`src/rtl/apb_slv_pkg.sv`:
```
// Shared types and helpers for the APB register-memory completer.
// Holds the FSM state enum, bus widths, the default ID word and the byte-lane merge function.
package apb_slv_pkg;

    localparam int APB_DW = 32;
    localparam int APB_SW = 4;

    localparam logic [APB_DW-1:0] ID_VAL_DEF = 32'h4150_4231;

    typedef enum logic {
        IDLE   = 1'b0,
        ACCESS = 1'b1
    } state_t;

    function automatic logic [APB_DW-1:0] merge_strb(
        input logic [APB_DW-1:0] old_w,
        input logic [APB_DW-1:0] new_w,
        input logic [APB_SW-1:0] strb
    );
        logic [APB_DW-1:0] res;
        res = old_w;
        for (int b = 0; b < APB_SW; b++) begin
            if (strb[b]) res[b*8 +: 8] = new_w[b*8 +: 8];
        end
        return res;
    endfunction

endpackage

```
`src/rtl/apb_slv_regmem_array.sv`:
```
// DEPTH x 32-bit word storage with asynchronous clear, per-byte write enables
// and a combinational read port.
module apb_slv_regmem_array
    import apb_slv_pkg::*;
#(
    parameter  int DEPTH = 16,
    localparam int AW    = $clog2(DEPTH)
) (
    input  logic              pclk,
    input  logic              presetn,
    input  logic              we,
    input  logic [APB_SW-1:0] be,
    input  logic [AW-1:0]     waddr,
    input  logic [APB_DW-1:0] wdata,
    input  logic [AW-1:0]     raddr,
    output logic [APB_DW-1:0] rdata
);

    logic [APB_DW-1:0] mem [DEPTH];

    always_ff @(posedge pclk or negedge presetn) begin
        if (!presetn) begin
            for (int i = 0; i < DEPTH; i++) mem[i] <= '0;
        end else if (we) begin
            mem[waddr] <= merge_strb(mem[waddr], wdata, be);
        end
    end

    assign rdata = mem[raddr];

endmodule

```
`src/rtl/apb_slv_regmem.sv`:
```
// APB3/APB4 completer: word-addressed register memory with programmable wait
// states and PSLVERR on out-of-range accesses or writes to the read-only ID word.
module apb_slv_regmem
    import apb_slv_pkg::*;
#(
    parameter int                DEPTH    = 16,
    parameter int                WAIT_CYC = 0,
    parameter logic [APB_DW-1:0] ID_VAL   = ID_VAL_DEF
) (
    input  logic              pclk,
    input  logic              presetn,
    input  logic              psel,
    input  logic              penable,
    input  logic              pwrite,
    input  logic [31:0]       paddr,
    input  logic [APB_DW-1:0] pwdata,
    input  logic [APB_SW-1:0] pstrb,
    input  logic [2:0]        pprot,
    output logic [APB_DW-1:0] prdata,
    output logic              pready,
    output logic              pslverr
);

    localparam int          AW       = $clog2(DEPTH);
    localparam int          CW       = (WAIT_CYC == 0) ? 1 : $clog2(WAIT_CYC + 1);
    localparam logic [31:0] ADDR_LIM = 32'(DEPTH * 4);

    state_t            state_q;
    logic [CW-1:0]     cnt_q;
    logic              err_q;
    logic              wr_q;
    logic [APB_DW-1:0] prdata_q;
    logic [AW-1:0]     idx_q;
    logic [APB_DW-1:0] wdata_q;
    logic [APB_SW-1:0] strb_q;

    logic [AW-1:0]     idx_in;
    logic              err_in;
    logic              setup;
    logic              arr_we;
    logic [APB_DW-1:0] arr_rdata;

    // protection bits and the byte offset within a word carry no meaning here
    logic unused_ok;
    assign unused_ok = ^{pprot, paddr[1:0]};

    assign idx_in = paddr[AW+1:2];
    assign err_in = (paddr >= ADDR_LIM) || (pwrite && (idx_in == '0));
    assign setup  = (state_q == IDLE) && psel && !penable;

    assign pready  = (state_q == ACCESS) && (cnt_q == '0);
    assign pslverr = pready && err_q;
    assign prdata  = prdata_q;
    assign arr_we  = pready && psel && wr_q && !err_q;

    // control path: FSM, wait counter, error flag and read-data register
    always_ff @(posedge pclk or negedge presetn) begin
        if (!presetn) begin
            state_q  <= IDLE;
            cnt_q    <= '0;
            err_q    <= 1'b0;
            wr_q     <= 1'b0;
            prdata_q <= '0;
        end else begin
            case (state_q)
                IDLE: begin
                    if (setup) begin
                        state_q <= ACCESS;
                        cnt_q   <= CW'(WAIT_CYC);
                        err_q   <= err_in;
                        wr_q    <= pwrite;
                        if (!pwrite) begin
                            if (err_in)              prdata_q <= '0;
                            else if (idx_in == '0)   prdata_q <= ID_VAL;
                            else                     prdata_q <= arr_rdata;
                        end
                    end
                end
                ACCESS: begin
                    if (!psel) begin
                        state_q <= IDLE;
                        cnt_q   <= '0;
                    end else if (cnt_q == '0) begin
                        state_q <= IDLE;
                    end else begin
                        cnt_q <= cnt_q - 1'b1;
                    end
                end
                default: state_q <= IDLE;
            endcase
        end
    end

    // data path: write payload captured at setup, consumed at completion
    always_ff @(posedge pclk) begin
        if (setup) begin
            idx_q   <= idx_in;
            wdata_q <= pwdata;
            strb_q  <= pstrb;
        end
    end

    apb_slv_regmem_array #(
        .DEPTH (DEPTH)
    ) u_array (
        .pclk    (pclk),
        .presetn (presetn),
        .we      (arr_we),
        .be      (strb_q),
        .waddr   (idx_q),
        .wdata   (wdata_q),
        .raddr   (idx_in),
        .rdata   (arr_rdata)
    );

endmodule

```
`config.mk`:
```
export PLATFORM = sky130hd
export DESIGN_NAME = apb_slv_regmem
export DESIGN_NICKNAME = d
export VERILOG_FILES = /design/src/rtl/apb_slv_pkg.sv /design/src/rtl/apb_slv_regmem_array.sv /design/src/rtl/apb_slv_regmem.sv
export SDC_FILE = /design/constraint.sdc
export NUM_CORES = 1
export LEC_CHECK = 0
export CORE_ASPECT_RATIO = 1.4
export CORE_MARGIN = 1
export CORE_UTILIZATION = 65
export CTS_BUF_LIST = sky130_fd_sc_hd__clkbuf_4 sky130_fd_sc_hd__clkbuf_8
export DETAILED_ROUTE_END_ITERATION = 8
export GPL_TIMING_DRIVEN = 0
export PLACE_DENSITY = 0.81
export RECOVER_POWER = 25
export SLEW_MARGIN = 5
export SYNTH_ARGS = -nofsm -noshare
export SYNTH_HDL_FRONTEND = slang
export SYNTH_SLANG_ARGS = --single-unit
```
`constraint.sdc`:
```
create_clock -name pclk -period 5.25 [get_ports pclk]
set_input_delay 1.575 -clock pclk [delete_from_list [all_inputs] [get_ports pclk]]
set_output_delay 1.575 -clock pclk [all_outputs]
set_load 0.01 [all_outputs]
```
==> key figures, run 1 <==
Placed design
  – Placed cell count: 3417
  – RePlAce Congestion: 1.039
  – HPWL Detailed: 85650 microns
  – DP Area: 31630 sq um
  – Port buffer count: 106

Clock network
  – Setup bufs post-CTS: 0
  – Root Driver: clkbuf_8
  – CTS tree: yes
  – Cts bufs inserted: 87
  – Post-CTS Hold Fix Bufs: 0
  – # resized after CTS: 0
  – CTS sink cnt: 587
  – Htree depth: 3
  – Clk_lat worst skew: 0.72 ns
  – Clock slew at reported path FFs: 0.06 ns
  – CTS max path bufs: 3

Timing
  – Final hold vios: 0
  – Unrepaired setup endpoints after global routing: false
  – Count of final setup violators: 0
  – Rel. slew slack: -1.046
  – WHS: 0.4782 ns
  – Setup tns final: 0 ns
  – Final period utilization: 0.8828
  – Worst-Margin Slew: 3.069 ns
  – Final min period: 4.635 ns
  – Final clock skew: 0.04245 ns
  – Slew Viols, Final: 233
  – F_max: 215.8 MHz

Yosys
  – Post-synth top area cell: dfrtp_1
  – Yosys top cell area share: 0.4621
  – Most common flop cell mapped by yosys: dfrtp_1
  – Synth top area cells: dfrtp_1 (46%), mux4_2 (12%), nand2_1 (7.6%), o21ai_0 (7.2%), mux2i_1 (6.5%)
  – Post-synth EDFFs: 40
  – Syn Nets: 2769
  – Netlist cell types: 60
  – Post-synth ARST share: 0.9319
  – Yosys warning count: 0
  – Post-Syn Instances: 2693
  – Sequential area share after synthesis: 0.5026
  – Synth Cell Area: 29620 sq um
  – Number of synthesized register bits: 587
  – Mapped Avg Cell Area: 11.00 sq um

Routing
  – DRT Wirelength: 123800 microns
  – Antenna viol nets, final: 0
  – Routed len/inst: 34.59 microns
  – Vias per std cell: 7.445
  – Vias: 26650
  – DRC Markers: 0
  – DRT iter0 DRCs: 4252
  – Drt first pass iters: 8

Worst setup path
  – Reg2reg start: idx_q[2]$_DFFE_PP_
  – Worst R2R End: u_array.mem[506]$_DFFE_PN0P_
  – CP Class: primary input to flip-flop
  – Crit path launch: paddr[3]
  – Startpoint types: primary input
  – R2R setup slack: 1.22 ns
  – Critical Path Fanout Max: 10
  – Worst endpoint required time: 5.80 ns
  – Crit. End Element: flip-flop
  – FF-to-FF path depth: 6
  – CP arrival: 5.18 ns

Die
  – Core area: 45010 sq um
  – Ports: 110
  – Die H: 254.6 microns
  – Die footprint: 46440 sq um
  – Chip width: 182.4 microns
  – Initial core utilization: 0.6582
  – Site Rows: 92

GRT
  – Vias in the first global route: 26010
  – All-Layer GR Usage: 0.5443
  – GR met1 Demand/Resource: 0.6368
  – Antenna violations before repair: 6
  – First-pass GRT wire length: 175700 microns
  – GRT met3 Usage: 0.2545
  – GRT met2 Usage: 0.7678
  – Largest net degree at the start of global routing: 123
  – Most crowded layer after global routing: met2
  – Grt ovf: 0

Min path
  – Worst min path class: flip-flop to flip-flop
  – Hold path start: prdata[9]$_DFFE_PN0P_
  – Min-Delay Endpoint: prdata[9]$_DFFE_PN0P_
  – Hold Path Stages: 2

Layout
  – Finished Cell Area: 33480 sq um
  – Filler cell count: 3118
  – Share of cells above drive strength 1: 0.1483
  – Final std cells w/o fill: 3579
  – Nets@finish: 2971
  – Area Growth Syn to Fin: 13.02%

Outcome
  – Run status: finished, violations left
  – Failing checks: capacitance limit, slew limit

Pwr
  – VDD IR-drop max: 0.0002749 V
  – Leak: 0.01413 uW
  – Clock share of power: 0.434
  – Internal power: 7029 uW
  – Net Sw Frac: 0.2552
  – Combinational share of power: 0.076
  – PwrDens: 281.9 nW/um^2
  – Switching pwr: 2408 uW
  – Sequential power share: 0.490

Flow run
  – MaxCap Viol Count: 2
[stage by stage]
step | power [uW] | setup slack (ns) | utilization
after floorplan | 5028 | 0.9724 | -
after CTS | 9361 | 0.9303 | 0.7448
after global placement | 5380 | -20.61 | 0.6987
after global routing | 9588 | 0.4601 | 0.7439
after detailed placement | 5398 | 0.2105 | 0.7027
final | 9437 | 0.6154 | 0.7439
[synth_stat cells, drive strengths merged, types with 28 or more instances]
master and n:
o22ai 60, buf 71, o21ai 442, clkbuf 152, nor2 58, edfxtp 40
o31ai 114, mux2i 192, a21oi 28, nand2 600, mux4 160, dfrtp 547
a22o 46
[cell families after synthesis]
kind of cell           share of synthesized area
AOI/OAI and AO/OA                         0.1627
buffers and inverters                    0.03801
DFF                                       0.5026
muxes                                     0.1910
and+or+nand+nor                           0.1058
[cells in the final DEF, fill, tap and decap left out, types with 9 or more instances in the layout]
| cell type | instances |
|---|---|
| mux2_2 | 9 |
| a221oi_1 | 10 |
| clkinv_2 | 12 |
| edfxtp_1 | 40 |
| nor3_1 | 14 |
| buf_2 | 35 |
| o22ai_1 | 60 |
| dfrtp_1 | 547 |
| nor2_1 | 58 |
| dlygate4sd3_1 | 41 |
| nand2_1 | 600 |
| nand3_1 | 12 |
| mux2i_1 | 192 |
| a22o_1 | 46 |
| clkbuf_1 | 151 |
| clkbuf_8 | 106 |
| o21ai_0 | 428 |
| buf_6 | 15 |
| mux4_2 | 152 |
| clkdlybuf4s50_1 | 64 |
| o31ai_1 | 114 |
| a21oi_1 | 26 |
| nand2b_1 | 16 |
| clkbuf_4 | 35 |
| a22oi_1 | 11 |
| buf_4 | 9 |
[metal layers]
layer | wire length (microns) | vias to the layer above
met5 | 60 | -
met4 | 12170 | 8
met3 | 20300 | 798
met2 | 51590 | 2540
met1 | 39680 | 13020
li1 | - | 10280
[power groups by stage]
stage / Sequential (uW) / Clock [uW] / Combinational (uW)
floorplan: 4700 / 0 / 326
global placement: 4720 / 0 / 660
detailed placement: 4710 / 0 / 688
CTS: 4630 / 4040 / 690
global route: 4630 / 4230 / 730
finish: 4630 / 4100 / 713
[critical path: stages]
cell and delay [ns]:
dlygate4sd3_1 0.65, clkbuf_1 0.36, buf_2 0.44, clkbuf_1 1.11, mux4_2 0.51, a22o_1 0.22
nor2_1 0.18, o21ai_0 0.12
[cell type report]
| cell class | instances | area [sq um] | area share |
|---|---|---|---|
| Clock buffer | 140 | 1714 | 0.05120 |
| Clock inverter | 21 | 181.4 | 0.005419 |
| Multi-Input combinational cell | 1877 | 13610 | 0.4066 |
| Tap cell | 611 | 764.5 | 0.02283 |
| Antenna cell | 1 | 2.502 | 0.00007474 |
| Buffer | 223 | 1104 | 0.03296 |
| Timing Repair Buffer | 113 | 1189 | 0.03550 |
| Sequential cell | 587 | 14890 | 0.4447 |
| Inverter | 6 | 22.52 | 0.0006727 |
[worst max path at each step]
| stage | to | slack [ns] |
|---|---|---|
| floorplan | prdata[20]$_DFFE_PN0P_ | 0.97 |
| global placement | u_array.mem[454]$_DFFE_PN0P_ | -20.61 |
| detailed placement | prdata[2]$_DFFE_PN0P_ | 0.21 |
| CTS | prdata[2]$_DFFE_PN0P_ | 0.93 |
| global route | u_array.mem[294]$_DFFE_PN0P_ | 0.46 |
| finish | prdata[3]$_DFFE_PN0P_ | 0.62 |
[state kept, by name (all words and copies together) (netlist names)]
register / cells
state_q: 1
wdata_q: 32
strb_q: 4
idx_q: 4
err_q: 1
wr_q: 1
u_array.mem: 512
prdata: 32
Note: power is estimated with default switching activity, not from simulation.
==> run 2, diff against run 1 <==
- SKIP_CTS_REPAIR_TIMING: default -> 1
==> results of run 2 <==
Final layout, timing and power as in run 1 (identical DEF).
